==> config.mk <==
export PLATFORM = sky130hd
export DESIGN_NAME = neg_edge_det
export DESIGN_NICKNAME = d
export VERILOG_FILES = /design/src/rtl/edge_det_pkg.sv /design/src/rtl/sync_chain.sv /design/src/rtl/neg_edge_det.sv
export SDC_FILE = /design/constraint.sdc
export NUM_CORES = 1
export LEC_CHECK = 0
export CELL_PAD_IN_SITES_DETAIL_PLACEMENT = 0
export CELL_PAD_IN_SITES_GLOBAL_PLACEMENT = 2
export CORE_UTILIZATION = 28
export CTS_BUF_LIST = sky130_fd_sc_hd__clkbuf_4
export DETAILED_ROUTE_END_ITERATION = 12
export GPL_TIMING_DRIVEN = 0
export MAX_ROUTING_LAYER = met4
export PLACE_DENSITY_LB_ADDON = 0.1
export SLEW_MARGIN = 20
export SYNTH_ARGS = -nofsm -noshare
export SYNTH_HDL_FRONTEND = slang
export SYNTH_SLANG_ARGS = --single-unit
==> constraint.sdc <==
create_clock -name clk -period 1.5 [get_ports clk]
set_input_delay 0.225 -clock clk [delete_from_list [all_inputs] [get_ports clk]]
set_output_delay 0.225 -clock clk [all_outputs]
set_load 0.02 [all_outputs]
==> src/rtl/edge_det_pkg.sv <==
// Shared constants for the edge detector family.
// Defaults used by neg_edge_det and its synchronizer.
package edge_det_pkg;

  localparam int SYNC_STAGES_DEF = 0;
  localparam int CNT_W_DEF       = 8;
  localparam int SYNC_STAGES_MAX = 4;

  function automatic logic fall(input logic prev,
                                input logic cur);
    return prev & ~cur;
  endfunction

endpackage

==> src/rtl/sync_chain.sv <==
// Cascaded input synchronizer, synchronous active-high reset.
// STAGES=0 passes d straight through to q.
module sync_chain #(
  parameter int STAGES = 0
) (
  input  logic clk,
  input  logic rst,
  input  logic d,
  output logic q
);

  if (STAGES == 0) begin : g_pass
    logic unused_clk_rst;
    assign unused_clk_rst = clk ^ rst;
    assign q = d;
  end else begin : g_ff
    logic [STAGES-1:0] ff;

    always_ff @(posedge clk) begin
      if (rst) begin
        ff <= '0;
      end else begin
        ff[0] <= d;
        for (int i = 1; i < STAGES; i++) begin
          ff[i] <= ff[i-1];
        end
      end
    end

    assign q = ff[STAGES-1];
  end

endmodule

==> src/rtl/neg_edge_det.sv <==
// Falling-edge detector with registered pulse and
// saturating edge counter.
module neg_edge_det
  import edge_det_pkg::*;
#(
  parameter int SYNC_STAGES = SYNC_STAGES_DEF,
  parameter int CNT_W       = CNT_W_DEF
) (
  input  logic             clk,
  input  logic             rst,
  input  logic             sig,
  output logic             ne,
  output logic [CNT_W-1:0] edge_cnt
);

  logic s;
  logic s_q;
  logic hit;

  sync_chain #(
    .STAGES (SYNC_STAGES)
  ) u_sync (
    .clk (clk),
    .rst (rst),
    .d   (sig),
    .q   (s)
  );

  assign hit = fall(s_q, s);

  always_ff @(posedge clk) begin
    if (rst) begin
      s_q      <= 1'b0;
      ne       <= 1'b0;
      edge_cnt <= '0;
    end else begin
      s_q <= s;
      ne  <= hit;
      // Hold at all-ones instead of wrapping.
      if (hit && (edge_cnt != '1)) begin
        edge_cnt <= edge_cnt + 1'b1;
      end
    end
  end

endmodule

==> reports/qor.yml <==
vias: 396
multiInputGateArea_um2: 267
period_share_pct: 94.6
syn_nets: 56
io_buffers: 10
cts.path.max_buffers: 2
fin_util_pct: 41.3
cp_max_fo: 5
start_util_pct: 30.6
clk-insertion-delay-late_ps: 260
seq_area_um2: 200
grt_antenna_before_repair: 0
drive_gt1_share_pct: 14.9
cts.sinks: 10
ios: 12
grt_usage_pct: 11.2
status: "finished, final reports clean"
grt_max_degree: 11
fillers: 163
drt_iter0_markers: 4
diodes: 0
path_cells: "clkdlybuf4s50_1, nor2b_4, nand4_4, or4_1, a21oi_2"
critPathLaunchType: "input port"
die_h_um: 42.8
finalWirelength_um: 907
fp.dieW_um: 42.8
final_antenna_net_count: 0
synth_seq_area_share_pct: 42.9
fin_nets: 72
yosysUniqueCellTypes: 24
crit_arrival_ps: 1610
wl_met1_um: 463
critPathBufInv: 1
fp.coreArea_um2: 1520
dr_wl_met3_um: 46
postSynthCellCount: 52
grt_overflow_total: 0
avgViaCountPerCell: 4.77
ir_drop_mv: 0.538
fmax_mhz: 705
slew_headroom_pct: 67.9
hold_class: "in -> reg"
grt_pass1_vias: 359
drc: 0
max_stage_delay_ps: 470
cts_root_buf: "clkbuf_4"
cts.clk_slew.worst_paths_ps: 70
ys_warn_count: 0
stdcell_count: 83
top_layer: "met3"
path_class: "in -> reg"
dieArea_um2: 1830
grt_pass1_wl_um: 1500
holdWs_ps: 365
hold_viol_final: 0
h-tree-depth: 1
path_delay_family: "simple AND/OR/NAND/NOR gates"
place_congestion: 0.754
ys_seq_elements: 10
wl_met2_um: 397
setup_viol: 0
tightest_slew_ps: 481
routedWlPerCell_um: 10.9
p_leak_nw: 0.275
area_delta_synth_final_pct: 34.9
max-cap-violations: 0
rows: 14
crit_path_top_delay_cell: "clkdlybuf4s50_1"
fin_crit_ps: 1420
cts_tree: "yes"
dp.cells: 78
endpoint_kind: "flop"
hpwl_um: 653
synthesis.area_um2: 467
slew_viol_final: 0
cts_buffers: 3
crit_required_ps: 1690
avgSynthCellArea_um2: 8.97
powerDensity_nw_per_um2: 781
finClkSkew_ps: 2.74
dr.pass1.iters: 4
## final cells by class
type | instances | share of cell area [%]
Sequential cell | 10 | 31.8
Multi-Input combinational cell | 38 | 42.3
Clock buffer | 3 | 3.58
Inverter | 3 | 1.79
Buffer | 1 | 0.596
Clock inverter | 1 | 0.596
Timing Repair Buffer | 11 | 16.1
Tap cell | 16 | 3.18
## state kept, by name (all words and copies together), names as in the netlist
register and count:
edge_cnt 8, ne 1, s_q 1
## final timing paths
kind,from,to,slack [ps],cells past startpoint
setup / recovery,sig,edge_cnt[5]$_SDFFE_PP0P_,80,5
hold reg to reg,edge_cnt[7]$_SDFFE_PP0P_,edge_cnt[7]$_SDFFE_PP0P_,530,2
hold / removal,rst,edge_cnt[1]$_SDFFE_PP0P_,360,2
setup reg to reg,edge_cnt[0]$_SDFFE_PP0P_,edge_cnt[5]$_SDFFE_PP0P_,90,5
## routing by layer
metal / vias to the layer above / GRT usage (%)
met5: - / -
met4: 0 / 1.88
met3: 0 / 5.11
met2: 9 / 17.0
met1: 172 / 13.8
li1: 215 / -
## logic make-up (layout without fill, tap and decap cells)
family,after synthesis,after routing,synth area share (%)
simple gates,26,26,32.7
flops,10,10,42.9
xor+xnor,1,1,1.88
compound gates,7,7,10.2
mux,3,3,6.43
fa+ha+maj,1,1,2.68
buf+inv,4,19,3.22
## layout by cell type (no fill, tap or decap), drive strengths merged
cell and count:
nor2b 2, ha 1, and2 1, o2111a 1
a21oi 2, dlygate4sd2 7, or2b 1, nand4 2
nand2 4, clkinv 1, nand3 2, or2 1
a31oi 1, o31ai 1, mux2i 3, xor2 1
dfxtp 10, o21ai 1, buf 1, or4 1
nor3 4, nor2 8, inv 3, dlymetal6s2s 1
a211oi 1, clkdlybuf4s50 2, clkbuf 4
## where the power goes
part	switching (W)	internal, W	leakage (nW)	total, W
Sequential	0.00000286	0.000269	0.0810	0.000272
Combinational	0.0000162	0.0000125	0.179	0.0000287
Clock	0.0000944	0.0000959	0.0154	0.000190
Total	0.000113	0.000378	0.275	0.000491
## timing repair
action                                  CTS  global route
hold buffers                              0             0
buffers inserted                          0             1
resized for setup                         7             4
endpoints found under the setup margin    7             3
## per-stage QoR
stage / setup TNS, ps / setup WS [ps] / cell area, µm² / total power, W
CTS: 0 / 8.74 / 604 / 0.000505
global route: -3.00 / -1.79 / 629 / 0.000522
detailed placement: -394 / -199 / 587 / 0.000308
global placement: -407 / -192 / 587 / 0.000308
floorplan: 0 / 38.6 / 467 / 0.000295
finish: 0 / 80.8 / 629 / 0.000491
## cells in the mapped netlist
master    number  share of area, %
nor3_1         4               4.3
nor2b_4        1               2.9
o31ai_1        1               1.6
a31oi_1        1               1.3
a211oi_1       1               1.6
nand3_1        1               1.1
and2_1         1               1.3
or2b_1         1               1.6
mux2i_1        3               6.4
nor2b_1        1               1.3
nand4_2        2               5.4
or4_1          1               1.6
o21ai_1        1               1.1
a21oi_1        2               2.1
nor2_1         8               6.4
nand2_1        4               3.2
xor2_1         1               1.9
o2111a_1       1               2.4
nand3_2        1               2.1
dfxtp_1       10                43
clkbuf_1       1              0.80
or2_0          1               1.3
inv_1          3               2.4
ha_1           1               2.7
No activity file was read; power rests on OpenSTA's default activity.
